[src/rtl/ldtu_ser_nch.sv]
// Multi-lane word serializer: loads one word per lane every WORD cycles
// and shifts it out MSB- or LSB-first, with handshake and underrun count.
// Ports: clock, rst_b (async low); data_in/data_valid/sync_mode/
// sync_pattern/ch_enable/msb_first/underrun_clr in;
// handshake, data_out[NCH], underrun_cnt[8] out.
module ldtu_ser_nch #(
  parameter int NCH = 4,
  parameter int WORD = 32,
  parameter int HS_OFFSET = 2,
  parameter logic [WORD-1:0] IDLE_PATTERN = WORD'(32'hEAAAAAAA)
) (
  input  logic                  clock,
  input  logic                  rst_b,
  input  logic [NCH*WORD-1:0]   data_in,
  input  logic                  data_valid,
  input  logic                  sync_mode,
  input  logic [WORD-1:0]       sync_pattern,
  input  logic [NCH-1:0]        ch_enable,
  input  logic                  msb_first,
  input  logic                  underrun_clr,
  output logic                  handshake,
  output logic [NCH-1:0]        data_out,
  output logic [7:0]            underrun_cnt
);

  localparam int CW = $clog2(WORD);
  localparam logic [CW-1:0] LAST = CW'(WORD - 1);
  localparam logic [CW-1:0] HS_CNT = CW'(WORD - 1 - HS_OFFSET);

  logic [CW-1:0]               cnt_q, cnt_d;
  logic [NCH-1:0][WORD-1:0]    shreg_q, shreg_d;
  logic                        msb_q, msb_d;
  logic [7:0]                  urun_q, urun_d;
  logic                        load;
  logic                        under;

  assign load  = (cnt_q == LAST);
  assign under = load && !sync_mode && !data_valid;

  always_comb begin
    cnt_d = load ? '0 : cnt_q + CW'(1);
  end

  // Direction is latched with the word so a mid-word msb_first
  // change cannot corrupt the word in flight.
  always_comb begin
    msb_d = load ? msb_first : msb_q;
  end

  // Disabled lanes load zero; zero fill keeps them at zero all word.
  always_comb begin
    shreg_d = shreg_q;
    for (int k = 0; k < NCH; k++) begin
      if (load) begin
        if (!ch_enable[k])
          shreg_d[k] = '0;
        else if (sync_mode)
          shreg_d[k] = sync_pattern;
        else if (data_valid)
          shreg_d[k] = data_in[k*WORD +: WORD];
        else
          shreg_d[k] = IDLE_PATTERN;
      end else if (msb_q) begin
        shreg_d[k] = shreg_q[k] << 1;
      end else begin
        shreg_d[k] = shreg_q[k] >> 1;
      end
    end
  end

  always_comb begin
    urun_d = urun_q;
    if (underrun_clr)
      urun_d = '0;
    else if (under && urun_q != 8'hFF)
      urun_d = urun_q + 8'd1;
  end

  always_ff @(posedge clock or negedge rst_b) begin
    if (!rst_b) begin
      cnt_q   <= '0;
      shreg_q <= '0;
      msb_q   <= 1'b1;
      urun_q  <= '0;
    end else begin
      cnt_q   <= cnt_d;
      shreg_q <= shreg_d;
      msb_q   <= msb_d;
      urun_q  <= urun_d;
    end
  end

  always_comb begin
    data_out = '0;
    for (int k = 0; k < NCH; k++)
      data_out[k] = msb_q ? shreg_q[k][WORD-1] : shreg_q[k][0];
  end

  assign handshake    = (cnt_q == HS_CNT);
  assign underrun_cnt = urun_q;

endmodule
[config.mk]
export PLATFORM = sky130hd
export DESIGN_NAME = ldtu_ser_nch
export DESIGN_NICKNAME = d
export VERILOG_FILES = /design/src/rtl/ldtu_ser_nch.sv
export SDC_FILE = /design/constraint.sdc
export NUM_CORES = 1
export LEC_CHECK = 0
export ABC_AREA = 0
export CAP_MARGIN = 30
export CELL_PAD_IN_SITES_DETAIL_PLACEMENT = 0
export CELL_PAD_IN_SITES_GLOBAL_PLACEMENT = 1
export CORE_MARGIN = 1.5
export CORE_UTILIZATION = 40
export DETAILED_ROUTE_END_ITERATION = 8
export PLACE_DENSITY_LB_ADDON = 0.1
export SETUP_SLACK_MARGIN = 0.2
export SLEW_MARGIN = 20
export SYNTH_ARGS = -nofsm -noshare
export SYNTH_HDL_FRONTEND = slang
export SYNTH_SLANG_ARGS = --single-unit
[constraint.sdc]
create_clock -name clock -period 5 [get_ports clock]
set_input_delay 1 -clock clock [delete_from_list [all_inputs] [get_ports clock]]
set_output_delay 1 -clock clock [all_outputs]
set_load 0.005 [all_outputs]
==> flow_metrics.env, run 1 <==
export IMPL_grt_max_degree=111
export IMPL_finalSetupViolCount=0
export IMPL_power_mw=3.78
export IMPL_muxShareOfSynthArea_pct=17.9
export IMPL_drive_above_1_share_pct=6.45
export IMPL_fillers=1521
export IMPL_syn_avg_cell_area_sq_um=10.5
export IMPL_async_reset_ff_share_pct=100
export IMPL_ant_nets=0
export IMPL_rsz0062_at_grt="false"
export IMPL_p_leak_nw=4.31
export IMPL_tritoncts="yes"
export IMPL_pwr_share_clk_pct=34.7
export IMPL_fin_tns_setup_ns=0
export IMPL_status="complete, no violations"
export IMPL_power_frac_seq_pct=45.2
export IMPL_vias=6320
export IMPL_synth_ff_type="dfrtp_1"
export IMPL_grt_usage_pct=26.0
export IMPL_startpoint_type="flip-flop"
export IMPL_post_cts_buffers=0
export IMPL_synth_fp_nets=861
export IMPL_finClkSkew_ns=0.0104
export IMPL_numCtsBuffers=17
export IMPL_critPathMaxFanout=39
export IMPL_critical_path_class="flip-flop to output port"
export IMPL_max_slew_margin_pct=38.1
export IMPL_power_density_nw_per_um2=383
export IMPL_finalWirelength_mm=23.5
export IMPL_place_gp_congestion=0.846
export IMPL_ir_drop_mv=0.291
export IMPL_synthCells=687
export IMPL_port_buffers=182
export IMPL_cp_cell_sequence="mux2_2, clkdlybuf4s50_1"
export IMPL_ys_warnings_count=0
export IMPL_power_net_switching_mw=1.05
export IMPL_crit_path_top_delay_cell="dfstp_4"
export IMPL_clkTransAtPathRegs_ns=0.06
export IMPL_max_freq_mhz=305
export IMPL_tightest_slew_ns=0.929
export IMPL_grt_pass1_vias=6393
export IMPL_die_area_sq_um=18900
export IMPL_drt_iter0_markers=531
export IMPL_clockBufferDepth=2
export IMPL_ioPinCount=183
export IMPL_hpwl_mm=16.7
export IMPL_fin_nets=1014
export IMPL_cts_sinks=142
export IMPL_die_h_microns=137
export IMPL_synth_top_family_by_area="compound AO/OA/AOI/OAI gates"
export IMPL_required_ns=4.00
export IMPL_combPwrFrac_pct=20.1
export IMPL_start_util_pct=41.3
export IMPL_syn_area_sq_um=7210
export IMPL_core_sq_um=17500
export IMPL_synth_edf_count=0
export IMPL_drtPass1Iterations=5
export IMPL_synth_simple_area_share_pct=9.97
export IMPL_grt_pass1_wl_mm=36.4
export IMPL_fin_crit_ns=3.28
export IMPL_htree_levels=4
export IMPL_synth_cell_types=38
export IMPL_cp_data_arrival_time_ns=2.28
export IMPL_die_width_microns=137
export IMPL_antenna_cells=0
export IMPL_switching_share_pct=27.7
export IMPL_wl_per_cell_microns=21.8
export IMPL_synth_compound_area_share_pct=18.4
export IMPL_area_growth_pct=36.7
export IMPL_end_kind="output port"
export IMPL_via_per_inst=5.86
export IMPL_yosysSeqAreaShare_pct=49.3
export IMPL_cts_hold_buf=0
export IMPL_remaining_drc_errors=0
export IMPL_whs_path_depth=2
export IMPL_cts_resized=0
export IMPL_insertion_delay_ns=0.42
export IMPL_placed_cells_incl_taps=1044
export IMPL_slowest_delay_ns=0.98
export IMPL_period_share_pct=65.7
export IMPL_final_hold_viol_count=0
export IMPL_antenna_found_initial=0
export IMPL_rows=48
export IMPL_grt_ovfl_total=0
export IMPL_holdCritPathClass="flip-flop to flip-flop"
export IMPL_synthAdderAreaFrac_pct=0.694
export IMPL_ys_seq_elements=142
export IMPL_rr_worst_depth=6
export IMPL_final_max_slew_viol_count=0
export IMPL_maxCapViolations=0
export IMPL_p_int_mw=2.73
export IMPL_cts_root_buffer="clkbuf_16"
export IMPL_synth_xor_area_share_pct=0.243
export IMPL_instances_no_fill=1078
-- layout by cell type (no fill, tap or decap), types with 5 or more instances in the layout --
cell and instances:
clkdlybuf4s50_1 181, dfrtp_1 141, mux2i_1 121, nor2_1 72, o32ai_1 64, a21oi_1 64
o22ai_1 56, nor2b_1 19, nand2_1 18, clkbuf_16 17, and2_1 15, buf_4 8
mux2_2 5
-- registers in the layout (all words and copies together), names as in the netlist --
signal / cells
underrun_cnt: 8
cnt_q: 5
msb_q: 1
shreg_q: 128
-- worst paths after layout --
kind                                            start                           to  slack [ns]
worst min-delay path            shreg_q[94]$_DFF_PN0_        shreg_q[95]$_DFF_PN0_        0.49
worst max register to register     cnt_q[0]$_DFF_PN0_  underrun_cnt[5]$_DFFE_PN0P_        2.26
min in group asynchronous                       rst_b  underrun_cnt[5]$_DFFE_PN0P_        0.64
worst min register to register  shreg_q[94]$_DFF_PN0_        shreg_q[95]$_DFF_PN0_        0.49
worst max-delay path                msb_q$_DFFE_PN1P_                  data_out[1]        1.72
max in group asynchronous                       rst_b        shreg_q[61]$_DFF_PN0_        3.28
-- cells in the mapped netlist, drive strengths merged, types with 3 or more instances --
library cell	instances	share of area, %
a21oi	64	4.4
and2	15	1.3
and3	4	0.35
and4	3	0.36
buf	18	1.1
clkbuf	43	2.2
dfrtp	141	49
ha	4	0.69
inv	3	0.16
mux2	7	1.1
mux2i	121	17
nand2	18	0.94
nand2b	3	0.26
nand3	3	0.21
nor2	72	3.7
nor2b	19	1.6
nor3	4	0.28
nor4	3	0.26
o2111ai	4	0.49
o21ai	4	0.28
o22ai	56	4.9
o32ai	64	7.8
-- metal layers --
layer | part of all wire (%) | global-route usage [%]
met1 | 44 | 35.1
met2 | 47 | 41.5
met3 | 5.7 | 4.45
met4 | 2.8 | 11.1
met5 | 0 | 0
-- cell type report --
type | count | area, sq um | area share (%)
clock buffer | 19 | 453 | 4.59
clock inverter | 13 | 164 | 1.66
inverter | 3 | 11.3 | 0.114
multi-input combinational | 481 | 3420 | 34.7
sequential | 142 | 3560 | 36.1
tap | 225 | 282 | 2.85
timing repair buffer | 195 | 1970 | 20.0
-- worst max-delay path, delay by kind of cell, from the launching register on --
| family | cells | cell delay [ns] |
|---|---|---|
| flops | 1 | 0.98 |
| mux | 1 | 0.42 |
| buf+inv | 1 | 0.45 |
-- cell families (layout without fill, tap and decap cells) --
logic type / count (synthesis) / in the layout
flops: 142 / 142
mux: 128 / 128
simple gates: 150 / 150
xor+xnor: 2 / 2
fa+ha+maj: 4 / 4
compound gates: 197 / 197
buf+inv: 64 / 230
-- stage by stage --
step	setup slack, ns	util, %	hold slack, ns	cell area, sq um
floorplan	2.75	-	0.438	7210
global placement	1.49	52.4	0.462	9160
detailed placement	1.35	52.7	0.464	9220
CTS	1.66	56.3	0.481	9830
global route	1.63	56.4	0.510	9860
finish	1.72	56.4	0.489	9860
-- power by group through the flow --
| stage | Sequential [mW] | Clock, mW | Combinational [mW] |
|---|---|---|---|
| after floorplan | 1.62 | 0 | 0.489 |
| after global placement | 1.70 | 0 | 0.720 |
| after detailed placement | 1.72 | 0 | 0.745 |
| after CTS | 1.70 | 1.33 | 0.754 |
| after global routing | 1.74 | 1.39 | 0.831 |
| final | 1.71 | 1.31 | 0.757 |
No activity file was read; power rests on OpenSTA's default activity.
==> run 2, diff against run 1 <==
--- a/config.mk
+++ b/config.mk
@@ -10,7 +10,7 @@
 export CELL_PAD_IN_SITES_DETAIL_PLACEMENT = 0
 export CELL_PAD_IN_SITES_GLOBAL_PLACEMENT = 1
 export CORE_MARGIN = 1.5
-export CORE_UTILIZATION = 40
+export CORE_UTILIZATION = 34
 export DETAILED_ROUTE_END_ITERATION = 8
 export PLACE_DENSITY_LB_ADDON = 0.1
 export SETUP_SLACK_MARGIN = 0.2
==> constraint.sdc (replaced) <==
create_clock -name clock -period 2.73 [get_ports clock]
set_input_delay 0.546 -clock clock [delete_from_list [all_inputs] [get_ports clock]]
set_output_delay 0.546 -clock clock [all_outputs]
set_load 0.005 [all_outputs]
==> run 2 against run 1 <==
  * Register-to-register slack worse by 1.9 ns
  * Combinational power is 92% higher
  * Sequential cell count stayed put
  * Clock power is 76% higher
  * Via count is 0.66% higher
  * Hold slack worse by 0.41 ns
  * Cell count is 6.6% higher
  * Clock-buffer cell count is 2 higher
==> flow_metrics.env, run 2 (same netlist as run 1, synthesis figures left out) <==
export IMPL_status="complete, no violations"
export IMPL_end_kind="output port"
export IMPL_ant_nets=0
export IMPL_largest_reg_flops=128
export IMPL_ioPinCount=183
export IMPL_power_mw=6.86
export IMPL_instances_no_fill=1149
export IMPL_pre_cts_slack_ns=0.357
export IMPL_numCtsBuffers=17
export IMPL_htree_levels=4
export IMPL_pwr_share_clk_pct=33.6
export IMPL_cp_data_arrival_time_ns=1.92
export IMPL_die_area_sq_um=22100
export IMPL_rows=53
export IMPL_final_area_sq_um=10100
export IMPL_critPathMaxFanout=6
export IMPL_switching_share_pct=28.0
export IMPL_ir_drop_mv=0.395
export IMPL_finalWirelength_mm=26.8
export IMPL_final_hold_viol_count=0
export IMPL_layout_setup_ws_ns=0.268
export IMPL_clockBufferDepth=2
export IMPL_place_gp_congestion=0.874
export IMPL_tritoncts="yes"
export IMPL_placed_cells_incl_taps=1116
export IMPL_drtPass1Iterations=5
export IMPL_period_share_pct=90.2
export IMPL_die_h_microns=149
export IMPL_wl_per_cell_microns=23.4
export IMPL_p_int_mw=4.94
export IMPL_combPwrFrac_pct=21.1
export IMPL_fillers=2002
export IMPL_max_slew_margin_pct=35.1
export IMPL_drt_iter0_markers=424
export IMPL_clkTransAtPathRegs_ns=0.06
export IMPL_multi_input_area_sq_um=3420
export IMPL_mostFrequentLayoutCell="clkdlybuf4s50_1"
export IMPL_grt_pass1_vias=6605
export IMPL_rsz0062_at_grt="false"
export IMPL_die_width_microns=149
export IMPL_max_freq_mhz=406
export IMPL_insertion_delay_ns=0.42
export IMPL_port_buffers=182
export IMPL_grt_max_degree=89
export IMPL_fin_tns_setup_ns=0
export IMPL_startpoint_type="flip-flop"
export IMPL_cts_sinks=142
export IMPL_grt_ovfl_total=0
export IMPL_antenna_cells=0
export IMPL_finClkSkew_ns=0.00592
export IMPL_cts_hold_buf=0
export IMPL_finalSetupViolCount=0
export IMPL_remaining_drc_errors=0
export IMPL_critical_path_class="flip-flop to output port"
export IMPL_placed_cell_area_sq_um=9460
export IMPL_p_leak_nw=4.41
export IMPL_final_cell_mix="181 x clkdlybuf4s50_1, 141 x dfrtp_1, 121 x mux2i_1, 72 x nor2_1"
export IMPL_grt_pass1_wl_mm=40.1
export IMPL_hpwl_mm=19.0
export IMPL_start_util_pct=34.5
export IMPL_power_net_switching_mw=1.92
export IMPL_fin_crit_ns=2.46
export IMPL_area_growth_pct=39.4
export IMPL_tightest_slew_ns=0.974
export IMPL_core_sq_um=20900
export IMPL_holdCritPathClass="input port to async pin"
export IMPL_via_per_inst=5.54
export IMPL_required_ns=2.18
export IMPL_seq_area_sq_um=3560
export IMPL_power_density_nw_per_um2=683
export IMPL_cts_resized=0
export IMPL_grt_usage_pct=24.8
export IMPL_antenna_found_initial=0
export IMPL_cts_root_buffer="clkbuf_16"
export IMPL_vias=6362
export IMPL_regMostFlops="shreg_q"
export IMPL_maxCapViolations=0
export IMPL_final_max_slew_viol_count=0
export IMPL_power_frac_seq_pct=45.3
export IMPL_fin_nets=1036
export IMPL_drive_above_1_share_pct=8.58
[run 2: path summary, 6_finish.rpt]
check / startpoint / endpoint / slack [ns] / cells after the start
max: msb_q$_DFFE_PN1P_ / data_out[0] / 0.27 / 2
min: rst_b / cnt_q[3]$_DFF_PN0_ / 0.08 / 1
max reg2reg: cnt_q[0]$_DFF_PN0_ / underrun_cnt[5]$_DFFE_PN0P_ / 0.33 / 6
min reg2reg: shreg_q[97]$_DFF_PN0_ / shreg_q[96]$_DFF_PN0_ / 0.49 / 2
max in group asynchronous: rst_b / shreg_q[82]$_DFF_PN0_ / 1.97 / 2
min in group clock: shreg_q[97]$_DFF_PN0_ / shreg_q[96]$_DFF_PN0_ / 0.49 / 2
[run 2: cell type report]
cell class | instances | area share [%]
flip-flops and latches | 142 | 35.4
multi-input cells | 481 | 34.0
repair buffers | 217 | 21.2
clock buffers | 21 | 4.68
well taps | 275 | 3.42
clock inverters | 10 | 1.12
inverters | 3 | 0.112
[run 2: timing repair]
item,CTS,global route
buffers inserted,2,0
hold endpoints to repair,0,0
setup endpoints to repair,4,0
[run 2: metrics by stage]
step | util, % | hold WS [ns]
6_report | 48.1 | 0.0832
5_1_grt | 48.1 | 0.106
4_1_cts | 48.1 | 0.0832
3_5_place_dp | 45.3 | 0.473
3_3_place_gp | 45.3 | 0.460
2_1_floorplan | - | 0.250
[run 2: power groups by stage]
stage,registers (mW),clock network (mW),logic [mW]
detailed placement,3.14,0,1.43
floorplan,2.97,0,0.896
finish,3.11,2.30,1.45
global placement,3.12,0,1.38
global route,3.16,2.43,1.59
CTS,3.10,2.33,1.45
[run 2: critical path, stage by stage (launching register included)]
cell and delay, ns:
dfstp_4 0.66, mux2_2 0.35, clkdlybuf4s50_1 0.48
[run 2: metal layers]
| layer | vias up | track usage [%] | share of wire (%) |
|---|---|---|---|
| met3 | 27 | 4.79 | 5.6 |
| met5 | - | 0 | 0 |
| met2 | 218 | 41.5 | 50 |
| met1 | 3166 | 32.0 | 43 |
| met4 | 0 | 8.76 | 2.2 |
| li1 | 2951 | - | - |
==> run 3, diff against run 2 <==
--- a/config.mk
+++ b/config.mk
@@ -12,6 +12,8 @@
 export CORE_MARGIN = 1.5
 export CORE_UTILIZATION = 34
 export DETAILED_ROUTE_END_ITERATION = 8
+export GPL_ROUTABILITY_DRIVEN = 0
+export GPL_TIMING_DRIVEN = 0
 export PLACE_DENSITY_LB_ADDON = 0.1
 export SETUP_SLACK_MARGIN = 0.2
 export SLEW_MARGIN = 20
==> run 3 against run 2 <==
  * Combinational power barely moved
  * Global-route usage up 2.2 points
  * Clock power up 3%
  * Total power increased by 0.76%
  * Cell count rose by 2.7%
  * Routed wire length grew 9.2%
  * Non-clock buffer count increased by 30
  * Hold slack lost 0.024 ns
  * Register-to-register slack improved by 0.02 ns
  * Maximum frequency decreased by 0.56%
  * Via count up 4.5%
  * Highest routed layer is now met5
==> flow_metrics.env, run 3 (same netlist as run 1, synthesis figures left out) <==
export IMPL_grt_usage_pct=27.0
export IMPL_critPathLaunch="msb_q$_DFFE_PN1P_"
export IMPL_critical_path_class="flip-flop to output port"
export IMPL_numCtsBuffers=17
export IMPL_seq_area_sq_um=3550
export IMPL_drtPass1Iterations=5
export IMPL_grt_pass1_vias=7058
export IMPL_slowest_delay_ns=0.54
export IMPL_cp_cell_sequence="buf_8, buf_8, buf_4, mux2_2, dlygate4sd2_1"
export IMPL_startpoint_type="flip-flop"
export IMPL_finClkSkew_ns=0.00821
export IMPL_instances_no_fill=1180
export IMPL_largest_reg_flops=128
export IMPL_maxCapViolations=0
export IMPL_insertion_delay_ns=0.43
export IMPL_tightest_slew_ns=1.07
export IMPL_end_kind="output port"
export IMPL_layout_setup_ws_ns=0.254
export IMPL_remaining_drc_errors=0
export IMPL_die_h_microns=149
export IMPL_placed_cells_incl_taps=1145
export IMPL_fin_crit_ns=2.48
export IMPL_multi_input_area_sq_um=3410
export IMPL_area_growth_pct=39.4
export IMPL_mostFrequentLayoutCell="clkdlybuf4s50_1"
export IMPL_ioPinCount=183
export IMPL_rsz0062_at_grt="false"
export IMPL_power_frac_seq_pct=44.9
export IMPL_grt_max_degree=74
export IMPL_drive_above_1_share_pct=6.52
export IMPL_pwr_share_clk_pct=34.1
export IMPL_drt_iter0_markers=518
export IMPL_max_freq_mhz=404
export IMPL_wl_met2_mm=14.2
export IMPL_port_buffers=182
export IMPL_start_util_pct=34.5
export IMPL_power_density_nw_per_um2=688
export IMPL_core_sq_um=20900
export IMPL_ant_nets=0
export IMPL_regMostFlops="shreg_q"
export IMPL_via_per_inst=5.64
export IMPL_cp_data_arrival_time_ns=1.93
export IMPL_period_share_pct=90.7
export IMPL_status="complete, no violations"
export IMPL_rows=53
export IMPL_die_width_microns=149
export IMPL_cts_root_buffer="clkbuf_16"
export IMPL_cpMostUsedCell="buf_8"
export IMPL_finalWirelength_mm=29.3
export IMPL_htree_levels=4
export IMPL_wl_met3_mm=1.65
export IMPL_vias=6651
export IMPL_final_hold_viol_count=0
export IMPL_clockBufferDepth=2
export IMPL_hpwl_mm=21.7
export IMPL_critPathMaxFanout=5
export IMPL_fin_tns_setup_ns=0
export IMPL_fin_nets=1066
export IMPL_crit_path_top_delay_cell="dfstp_2"
export IMPL_wl_met1_mm=12.5
export IMPL_grt_ovfl_total=0
export IMPL_finalSetupViolCount=0
export IMPL_fillers=2031
export IMPL_cts_sinks=142
export IMPL_p_leak_nw=4.40
export IMPL_tritoncts="yes"
export IMPL_required_ns=2.18
export IMPL_antenna_found_initial=1
export IMPL_pre_cts_slack_ns=-0.0946
export IMPL_clkTransAtPathRegs_ns=0.06
export IMPL_p_int_mw=4.91
export IMPL_wl_per_cell_microns=24.8
export IMPL_power_net_switching_mw=2.01
export IMPL_final_max_slew_viol_count=0
export IMPL_final_cell_mix="177 x clkdlybuf4s50_1, 141 x dfrtp_1, 121 x mux2i_1, 72 x nor2_1"
export IMPL_ir_drop_mv=0.466
export IMPL_hold_ws_ns=0.0594
export IMPL_die_area_sq_um=22100
export IMPL_antenna_cells=0
export IMPL_combPwrFrac_pct=21.0
export IMPL_switching_share_pct=29.0
export IMPL_grt_pass1_wl_mm=43.4
export IMPL_holdCritPathClass="input port to async pin"
export IMPL_final_area_sq_um=10100
export IMPL_dr_max_layer_used="met5"
export IMPL_placed_cell_area_sq_um=9410
export IMPL_rr_startpoint="cnt_q[0]$_DFF_PN0_"
export IMPL_max_slew_margin_pct=28.7
## run 3: layout make-up
cell class	count	share of cell area [%]
clock inverters	13	1.41
well taps	275	3.42
multi-input cells	481	33.9
repair buffers	186	18.7
inverters	3	0.112
clock buffers	19	4.50
flip-flops and latches	142	35.3
plain buffers	61	2.67
## run 3: critical path: cells and delay by family (launching register included)
family	cells	cell delay (ns)
buffers and inverters	4	0.64
DFF	1	0.54
muxes	1	0.33
## run 3: what timing repair did
action | in CTS | in global routing
hold buffers | 0 | 0
endpoints found under the setup margin | 100 | 87
resized for setup | 12 | 6
setup buffers | 3 | 0
## run 3: per-layer routing
metal | vias to the layer above | global-route usage (%)
li1 | 2997 | -
met1 | 3373 | 35.0
met2 | 236 | 44.3
met3 | 43 | 5.15
met4 | 2 | 11.3
met5 | - | 0
## run 3: power groups by stage
stage	sequential, mW	combinational (mW)	clock (mW)
global route	3.17	1.58	2.48
finish	3.11	1.45	2.36
CTS	3.09	1.45	2.38
detailed placement	3.13	1.43	0
floorplan	2.97	0.896	0
global placement	3.11	1.39	0
## run 3: final timing paths
path / endpoint / slack (ns) / cells past startpoint
hold / removal: underrun_cnt[1]$_DFFE_PN0P_ / 0.06 / 1
max in group asynchronous: shreg_q[18]$_DFF_PN0_ / 1.87 / 2
setup / recovery: data_out[0] / 0.25 / 5
setup reg to reg: shreg_q[70]$_DFF_PN0_ / 0.35 / 7
min in group clock: shreg_q[63]$_DFF_PN0_ / 0.48 / 2
hold reg to reg: shreg_q[63]$_DFF_PN0_ / 0.48 / 2
## run 3: per-stage QoR
step | utilization [%] | total power, mW
finish | 48.2 | 6.92
global route | 48.2 | 7.23
CTS | 48.1 | 6.92
detailed placement | 45.1 | 4.56
global placement | 44.9 | 4.50
floorplan | - | 3.87
